**src/rtl/noc_packet_tx_if.sv**
```systemverilog
// Shared NoC flit types and the flit/enable/ack node port used between
// network interfaces and routers.
package noc_pkg;
    localparam int PAYLOAD_W = 32;

    typedef struct packed {
        logic [3:0] x;
        logic [3:0] y;
    } addr_t;

    typedef enum logic [1:0] {
        FT_IDLE   = 2'd0,
        FT_HEADER = 2'd1,
        FT_DATA   = 2'd2,
        FT_TAIL   = 2'd3
    } flit_type_t;

    typedef struct packed {
        addr_t       dst_addr;
        addr_t       src_addr;
        logic [15:0] rsvd;
    } flit_hdr_t;

    typedef struct packed {
        flit_type_t             flit_type;
        logic [PAYLOAD_W-1:0]   payload;
    } flit_t;
endpackage

interface node_port;
    noc_pkg::flit_t flit;
    logic           enable;
    logic           ack;

    modport up   (output flit, output enable, input ack);
    modport down (input flit, input enable, output ack);
endinterface

```
**src/rtl/noc_packet_tx.sv**
```systemverilog
// Source network interface: buffers a whole packet's payload, then emits
// HEADER, DATA..., TAIL on a router port without bubbles.
module noc_packet_tx
    import noc_pkg::*;
#(
    parameter int X       = 1,
    parameter int Y       = 1,
    parameter int MAX_LEN = 8,
    parameter int DEPTH   = 8
) (
    input  logic                          clk,
    input  logic                          rst,
    input  logic                          cmd_valid,
    output logic                          cmd_ready,
    input  addr_t                         cmd_dst,
    input  logic [$clog2(MAX_LEN+1)-1:0]  cmd_len,
    input  logic                          wr_valid,
    output logic                          wr_ready,
    input  logic [PAYLOAD_W-1:0]          wr_data,
    node_port.up                          tx,
    output logic                          busy,
    output logic                          pkt_done,
    output logic                          cmd_err
);

    localparam int LW = $clog2(MAX_LEN + 1);
    localparam int PW = (DEPTH > 1) ? $clog2(DEPTH) : 1;
    localparam int CW = $clog2(DEPTH + 1);
    localparam logic [LW-1:0] MAX_LEN_C  = LW'(MAX_LEN);
    localparam logic [CW-1:0] DEPTH_C    = CW'(DEPTH);
    localparam logic [PW-1:0] LAST_PTR_C = PW'(DEPTH - 1);

    if (DEPTH < MAX_LEN) begin : g_depth_chk
        $error("noc_packet_tx: DEPTH must be >= MAX_LEN");
    end
    if (MAX_LEN < 1 || X < 0 || Y < 0) begin : g_param_chk
        $error("noc_packet_tx: MAX_LEN must be >= 1 and coordinates non-negative");
    end

    typedef enum logic [1:0] {
        ST_IDLE      = 2'd0,
        ST_WAIT_DATA = 2'd1,
        ST_SEND_HDR  = 2'd2,
        ST_SEND_BODY = 2'd3
    } state_t;

    state_t               state_r;
    addr_t                dst_r;
    logic [LW-1:0]        len_r;
    logic [LW-1:0]        rem_r;
    logic                 cmd_ready_r;
    logic                 busy_r;
    logic                 enable_r;
    logic                 pkt_done_r;
    logic                 cmd_err_r;
    logic                 wr_ready_r;
    logic [PAYLOAD_W-1:0] mem_r [DEPTH];
    logic [PW-1:0]        wr_ptr_r;
    logic [PW-1:0]        rd_ptr_r;
    logic [CW-1:0]        count_r;
    logic [CW-1:0]        count_nxt_s;
    logic                 push_s;
    logic                 pop_s;
    logic                 len_bad_s;
    flit_hdr_t            hdr_s;
    flit_t                flit_s;

    function automatic logic [PW-1:0] ptr_inc(input logic [PW-1:0] p);
        ptr_inc = (p == LAST_PTR_C) ? {PW{1'b0}} : p + PW'(1);
    endfunction

    assign push_s    = wr_valid && wr_ready_r;
    assign pop_s     = (state_r == ST_SEND_BODY) && tx.ack;
    assign len_bad_s = (cmd_len == {LW{1'b0}}) || (cmd_len > MAX_LEN_C);

    // Occupancy after this cycle's push/pop.
    always_comb begin
        count_nxt_s = count_r;
        case ({push_s, pop_s})
            2'b10:   count_nxt_s = count_r + CW'(1);
            2'b01:   count_nxt_s = count_r - CW'(1);
            default: count_nxt_s = count_r;
        endcase
    end

    // FIFO pointers, count and the full flag (full stays full through a pop cycle).
    always_ff @(posedge clk) begin
        if (rst) begin
            wr_ptr_r   <= {PW{1'b0}};
            rd_ptr_r   <= {PW{1'b0}};
            count_r    <= {CW{1'b0}};
            wr_ready_r <= 1'b1;
        end else begin
            if (push_s) wr_ptr_r <= ptr_inc(wr_ptr_r);
            if (pop_s)  rd_ptr_r <= ptr_inc(rd_ptr_r);
            count_r    <= count_nxt_s;
            wr_ready_r <= (count_nxt_s < DEPTH_C);
        end
    end

    // Payload storage.
    always_ff @(posedge clk) begin
        if (push_s) mem_r[wr_ptr_r] <= wr_data;
    end

    // Packet sequencer with registered handshake/status outputs.
    always_ff @(posedge clk) begin
        if (rst) begin
            state_r     <= ST_IDLE;
            dst_r       <= '0;
            len_r       <= {LW{1'b0}};
            rem_r       <= {LW{1'b0}};
            cmd_ready_r <= 1'b1;
            busy_r      <= 1'b0;
            enable_r    <= 1'b0;
            pkt_done_r  <= 1'b0;
            cmd_err_r   <= 1'b0;
        end else begin
            pkt_done_r <= 1'b0;
            cmd_err_r  <= 1'b0;
            case (state_r)
                ST_IDLE: begin
                    if (cmd_valid) begin
                        dst_r <= cmd_dst;
                        len_r <= cmd_len;
                        if (len_bad_s) begin
                            cmd_err_r <= 1'b1;
                        end else begin
                            state_r     <= ST_WAIT_DATA;
                            cmd_ready_r <= 1'b0;
                            busy_r      <= 1'b1;
                        end
                    end
                end
                ST_WAIT_DATA: begin
                    if (count_r >= CW'(len_r)) begin
                        state_r  <= ST_SEND_HDR;
                        enable_r <= 1'b1;
                    end
                end
                ST_SEND_HDR: begin
                    if (tx.ack) begin
                        rem_r   <= len_r;
                        state_r <= ST_SEND_BODY;
                    end
                end
                ST_SEND_BODY: begin
                    if (tx.ack) begin
                        rem_r <= rem_r - LW'(1);
                        if (rem_r == LW'(1)) begin
                            state_r     <= ST_IDLE;
                            enable_r    <= 1'b0;
                            busy_r      <= 1'b0;
                            cmd_ready_r <= 1'b1;
                            pkt_done_r  <= 1'b1;
                        end
                    end
                end
                default: begin
                    state_r     <= ST_IDLE;
                    enable_r    <= 1'b0;
                    busy_r      <= 1'b0;
                    cmd_ready_r <= 1'b1;
                end
            endcase
        end
    end

    // Flit word is a pure function of registers and the FIFO head, never of ack.
    always_comb begin
        hdr_s          = '0;
        hdr_s.dst_addr = dst_r;
        flit_s         = '0;
        case (state_r)
            ST_SEND_HDR: begin
                flit_s.flit_type = FT_HEADER;
                flit_s.payload   = hdr_s;
            end
            ST_SEND_BODY: begin
                flit_s.flit_type = (rem_r == LW'(1)) ? FT_TAIL : FT_DATA;
                flit_s.payload   = mem_r[rd_ptr_r];
            end
            default: begin
                flit_s = '0;
            end
        endcase
    end

    assign tx.flit   = flit_s;
    assign tx.enable = enable_r;
    assign cmd_ready = cmd_ready_r;
    assign wr_ready  = wr_ready_r;
    assign busy      = busy_r;
    assign pkt_done  = pkt_done_r;
    assign cmd_err   = cmd_err_r;

endmodule
```
**src/flat_wrapper.sv**
```systemverilog
// flat-port wrapper written by rule: the top's interface ports become plain ports
module noc_packet_tx_flat import noc_pkg::*;
#(
    parameter int X       = 1,
    parameter int Y       = 1,
    parameter int MAX_LEN = 8,
    parameter int DEPTH   = 8
)
  (clk, rst, cmd_valid, cmd_ready, cmd_dst, cmd_len, wr_valid, wr_ready, wr_data, busy, pkt_done, cmd_err, tx_flit, tx_enable, tx_ack);
  node_port tx_i ();
  input  logic clk;
  input  logic rst;
  input  logic cmd_valid;
  output logic cmd_ready;
  input  addr_t cmd_dst;
  input  logic [$clog2(MAX_LEN+1)-1:0] cmd_len;
  input  logic wr_valid;
  output logic wr_ready;
  input  logic [PAYLOAD_W-1:0] wr_data;
  output logic busy;
  output logic pkt_done;
  output logic cmd_err;
  output wire logic [$bits(tx_i.flit)-1:0] tx_flit;
  output wire logic [$bits(tx_i.enable)-1:0] tx_enable;
  input wire logic [$bits(tx_i.ack)-1:0] tx_ack;
  assign tx_flit = tx_i.flit;
  assign tx_enable = tx_i.enable;
  assign tx_i.ack = tx_ack;
  noc_packet_tx #(.X(X), .Y(Y), .MAX_LEN(MAX_LEN), .DEPTH(DEPTH)) u_core (.clk(clk), .rst(rst), .cmd_valid(cmd_valid), .cmd_ready(cmd_ready), .cmd_dst(cmd_dst), .cmd_len(cmd_len), .wr_valid(wr_valid), .wr_ready(wr_ready), .wr_data(wr_data), .tx(tx_i), .busy(busy), .pkt_done(pkt_done), .cmd_err(cmd_err));
endmodule
```
**config.mk**
```make
export PLATFORM = sky130hd
export DESIGN_NAME = noc_packet_tx_flat
export DESIGN_NICKNAME = d
export VERILOG_FILES = /design/src/rtl/noc_packet_tx_if.sv /design/src/rtl/noc_packet_tx.sv /design/src/flat_wrapper.sv
export SDC_FILE = /design/constraint.sdc
export NUM_CORES = 1
export LEC_CHECK = 0
export ABC_AREA = 1
export ABC_CLOCK_PERIOD_IN_PS = 3400
export CAP_MARGIN = 20
export CORE_MARGIN = 2
export CORE_UTILIZATION = 40
export CTS_CLUSTER_SIZE = 12
export DETAILED_ROUTE_END_ITERATION = 6
export SLEW_MARGIN = 20
export SYNTH_ARGS = -nofsm -noshare
export SYNTH_HDL_FRONTEND = slang
export SYNTH_SLANG_ARGS = --single-unit
```
**constraint.sdc**
```tcl
create_clock -name clk -period 3.4 [get_ports clk]
set_input_delay 1.02 -clock clk [delete_from_list [all_inputs] [get_ports clk]]
set_output_delay 1.02 -clock clk [all_outputs]
set_load 0.01 [all_outputs]
```
* Word level (Yosys, flattened, before mapping) *
Memories as Yosys holds them, arrays and structs flattened. A register that Yosys moved wholly into a read port is not among the register bits.
Index checks and enable logic that the tools add are counted.

word-level totals
  flip-flop bits (word level) = 34
  latch bits = 0
  bits in writable memories = 256
  memory bits (read-only) = 0
  bits of input ports = 49
  output and inout bits = 40
  logic and storage cells = 89
  memories kept = 1

memory list
  memory        words  bits a word  rd ports  clocked after Yosys merged registers in  wr ports  line                 RTL
  u_core.mem_r  8      32           1         1                                        1         noc_packet_tx.sv:57  logic [PAYLOAD_W-1:0] mem_r [DEPTH];

operators by class
  $add $sub $neg = 5
  multiply operators = 0
  divide/modulo/power cells = 0
  magnitude comparators = 3
  eq/ne operators = 14
  shift operators = 0
  multiplexer cells = 33
  bitwise operators = 4
  reduce and logical (&&, ||, !) cells = 15

operators by type and width
  operator               count
  $pmux W34 S2           1
  $pmux W4 S2            2
  $mux W1                14
  $mux W2                6
  $mux W3                4
  $ne A2 B2 Y1 const B   5
  $mux W4                2
  $pmux W2 S4            1
  $sub A4 B1 Y4 const B  2
  $add A3 B1 Y3 const B  2
  $eq A2 B2 Y1 const B   3
  $eq A3 B3 Y1 const B   2
  $pmux W1 S2            3
  $reduce_and A6 Y1      1
  $reduce_bool A2 Y1     3
  $reduce_or A3 Y1       2
  $reduce_and A5 Y1      1
  $add A4 B1 Y4 const B  1
  $eq A2 B1 Y1 const B   2
  $eq A4 B1 Y1 const B   1
  $ge A4 B4 Y1           1
  $gt A4 B4 Y1 const B   1
  $logic_not A4 Y1       1
  $lt A4 B4 Y1 const B   1
  8 further kinds        12

* Depth between registers and ports, before layout *
  depth after elaboration = 5
  gate-level depth with buffers = 13
  gate-level depth less buffers = 13

* Worst setup path after synthesis *
OpenSTA, ideal clock, no wires.

  path type = input to register
  from = input port wr_valid
  to = memory u_core.mem_r[1][0] (enable)
  library setup time = 421 ps
  arrival = 2,733 ps
  data required time = 2,979 ps
  setup slack = 246 ps
  cell stages on the path = 4
  buffers on the path = 0
  cells stage by stage = nand2_1 -> nor2_1 -> inv_1 -> nor2_1

on the way
  word-level cells in the longest chain between the ends = 3

ends and longest elaborated chain
  element                        line                  RTL
  from (decl)                    flat_wrapper.sv:17    input logic wr_valid;
  $logic_and A1 B1 Y1            noc_packet_tx.sv:72   assign push_s = wr_valid && wr_ready_r;
  $mux W1                        noc_packet_tx.sv:103  if (push_s) mem_r[wr_ptr_r] <= wr_data;
  $mux W1 (not written as such)  noc_packet_tx.sv:103
  to (decl)                      noc_packet_tx.sv:57

Every way passes these cells.

==> results.toml <==
[status]
status = "completed"

[timing]
period_minus_slack_ps = 3310
max_freq_ghz = 0.303
finalClockSkew_ps = 13.8
worst_slew_pin_slew_ps = 660
grt_setup_unrepaired = "true"
fin_hold_ws_ps = 448
maxSlewViolCount = 0
finalCritPeriodShare_pct = 97.2
finalHoldViolCount = 0
report.final.setup_viol = 0
relSlewSlack_pct = 55.5

[finish]
layout-drive-gt1-share_pct = 7.95
n_antenna_cell = 0
fill_cells = 2571
finalInstanceArea_mm2 = 0.0145
instances_no_fill = 1509
nNetsFinal = 1163
area_growth_pct = 22.4

[die]
ios = 89
coreArea_mm2 = 0.0294
fp.dieH_um = 176
die_area_mm2 = 0.0311
die_width_um = 176
rows = 63
start_util_pct = 40.4

[clock_network]
path_clk_slew_ps = 60
cts_root_buffer = "clkbuf_16"
htree_num_levels = 1
numCtsBuffers = 30
cts_num_sinks = 293
ctsHoldBuffers = 0
cts_buffer_depth = 3
cts_tree = "yes"
clk_latency_ps = 560

[synth]
synth-edff-count = 256
synth_compound_area_share_pct = 11.9
yosys_warnings = 0
synth_top_area_share_pct = 64.8
yosys.cell_count.top_type = "edfxtp_1"
synth_area_per_cell_um2 = 11.9
syn_nets = 1062
synthXorXnorAreaFrac_pct = 0.295
synthMuxAreaShare_pct = 0
syn_area_mm2 = 0.0119
synth_simple_gate_area_share_pct = 10.6
synth_area_leader_cell = "edfxtp_1"
synthFlopType = "edfxtp_1"
synthAdderAreaFrac_pct = 2.00
synth_area_leaders = "edfxtp_1, nor2_1, dfxtp_1"
synthArstFlopShare_pct = 0
synth_top_cells_by_count = "edfxtp_1, nor2_1, o21ai_0"
netlist_instances = 994
ys_types = 29
synth_top_family_by_area = "compound AO/OA/AOI/OAI gates"
synth-seq-cells = 293
synth-seq-area-share_pct = 71.0

[power]
comb_power_share_pct = 15.8
p_leak_nw = 5.34
pwr-share-seq_pct = 49.4
ir_worst_vdd_mv = 0.313
p_per_area_mw_per_mm2 = 590
p_total_mw = 8.57
switching_share_pct = 26.0
p_int_mw = 6.34
p_clk_share_pct = 34.7
switching_power_mw = 2.23

[critical_path]
path_max_fanout = 28
cp-end-kind = "output pin"
required_ps = 2380
start_kind = "register"
critical_path_class = "reg -> out"
cp.arrival_ps = 2290

[routing]
drt_wl_total_um = 28300
vias_per_cell = 5.20
wl_per_cell_um = 18.7
vias = 7841
ant_nets = 0
dr.pass1.iters = 5
drt_iter0_drc = 543
drcViolationCount = 0

[place]
dp.cells = 1442
place_area_mm2 = 0.0133
gp_congestion = 0.757
numPortBuffers = 88
dp_hpwl_um = 14600

[global_routing]
grt_max_degree = 40
gr-total-overflow = 0
grt_pass1_wl_um = 43700
track_usage_pct = 18.3
grt_pass1_vias = 7583
antenna_found_initial = 0

[flow_run]
maxCapViolCount = 0

[worst_hold_path]
hp-class = "reg -> reg"
-- power by group through the flow --
stage	combinational [mW]	clock (mW)	sequential (mW)
floorplan	0.797	0	4.29
global placement	1.28	0	4.30
detailed placement	1.29	0	4.30
CTS	1.37	3.05	4.23
global route	1.52	3.19	4.26
finish	1.36	2.98	4.24
-- registers in the layout (all words and copies together) (netlist names), 2 cells and up, named ones only --
| name | count |
|---|---|
| u_core.count_r | 3 |
| u_core.dst_r | 8 |
| u_core.len_r | 4 |
| u_core.mem_r | 256 |
| u_core.rd_ptr_r | 3 |
| u_core.rem_r | 4 |
| u_core.state_r | 2 |
| u_core.wr_ptr_r | 3 |
-- cells by family (layout without fill, tap and decap cells) --
family | Yosys count | after routing
AOI/OAI and AO/OA | 260 | 260
xor gates and xnor gates | 4 | 4
adders and majority gates | 19 | 19
buffers and inverters | 97 | 222
DFF | 293 | 293
and+or+nand+nor | 321 | 321
-- critical path, stage by stage, from the launching register on --
cell,delay [ps]
dfxtp_4,440
buf_8,220
o21ai_0,110
o22ai_1,180
nor2_1,60
nor2_1,160
clkdlybuf4s50_1,550
-- path summary, 6_finish.rpt --
kind	startpoint	to	slack (ps)	cells after the start
max	register	tx_flit[3]	90	6
min reg2reg	u_core.busy$_SDFFE_PP0P_	u_core.busy$_SDFFE_PP0P_	450	2
max reg2reg	u_core.state_r[0]$_SDFFE_PP0P_	u_core.count_r[2]$_SDFFE_PP0N_	1170	11
min	u_core.busy$_SDFFE_PP0P_	u_core.busy$_SDFFE_PP0P_	450	2
-- cell usage in the layout (no fill, tap or decap), types with 3 or more instances in the layout --
cell type        Yosys  layout
nor2_4               0       8
buf_12               0      11
clkdlybuf4s50_1      0      59
ha_1                19      17
buf_16               0       7
a21oi_1             15      15
o21ai_0            113     112
nand3_1             21      21
buf_4                6      14
dlygate4sd2_1        0      16
dfxtp_1             37      35
o21ai_1             64      65
o211ai_1            17      17
inv_1               36      36
dlymetal6s2s_1       0      13
edfxtp_1           256     256
nand4_1              4       4
clkbuf_1            24      19
clkbuf_16            0      30
nor3_1               4       4
nor2_1             236     226
o22ai_1             48      48
xor2_1               3       3
clkinv_1             3       5
nand2_1             54      54
-- per-stage QoR --
step | setup slack (ps) | utilization, % | TNS, ps
floorplan | 246 | - | 0
global placement | 369 | 45.3 | 0
detailed placement | 364 | 45.3 | 0
CTS | -50.1 | 49.2 | -408
global route | -55.6 | 49.4 | -102
finish | 94.5 | 49.4 | 0
-- routing by layer --
| layer | up-vias | global-route usage, % | wire length, um |
|---|---|---|---|
| met2 | 202 | 31.4 | 13900 |
| met5 | - | 0 | 0 |
| li1 | 3770 | - | - |
| met1 | 3832 | 24.5 | 12300 |
| met4 | 0 | 4.61 | 510 |
| met3 | 37 | 2.63 | 1530 |
-- repair_timing --
| action | CTS | global route |
|---|---|---|
| setup buffers | 3 | 2 |
| pin swaps | 4 | 1 |
| endpoints found under the setup margin | 26 | 17 |
| hold endpoints to repair | 0 | 0 |
| resized for setup | 32 | 23 |
| cloned | 7 | 0 |
-- cell type report --
type | count | area [um^2] | area share (%)
Multi-Input combinational cell | 604 | 3020 | 20.8
Sequential cell | 293 | 8440 | 58.1
Clock buffer | 50 | 836 | 5.76
Tap cell | 390 | 488 | 3.36
Clock inverter | 6 | 50.0 | 0.345
Inverter | 40 | 169 | 1.16
Timing Repair Buffer | 126 | 1530 | 10.5
Power figures use the tool's default switching activity.
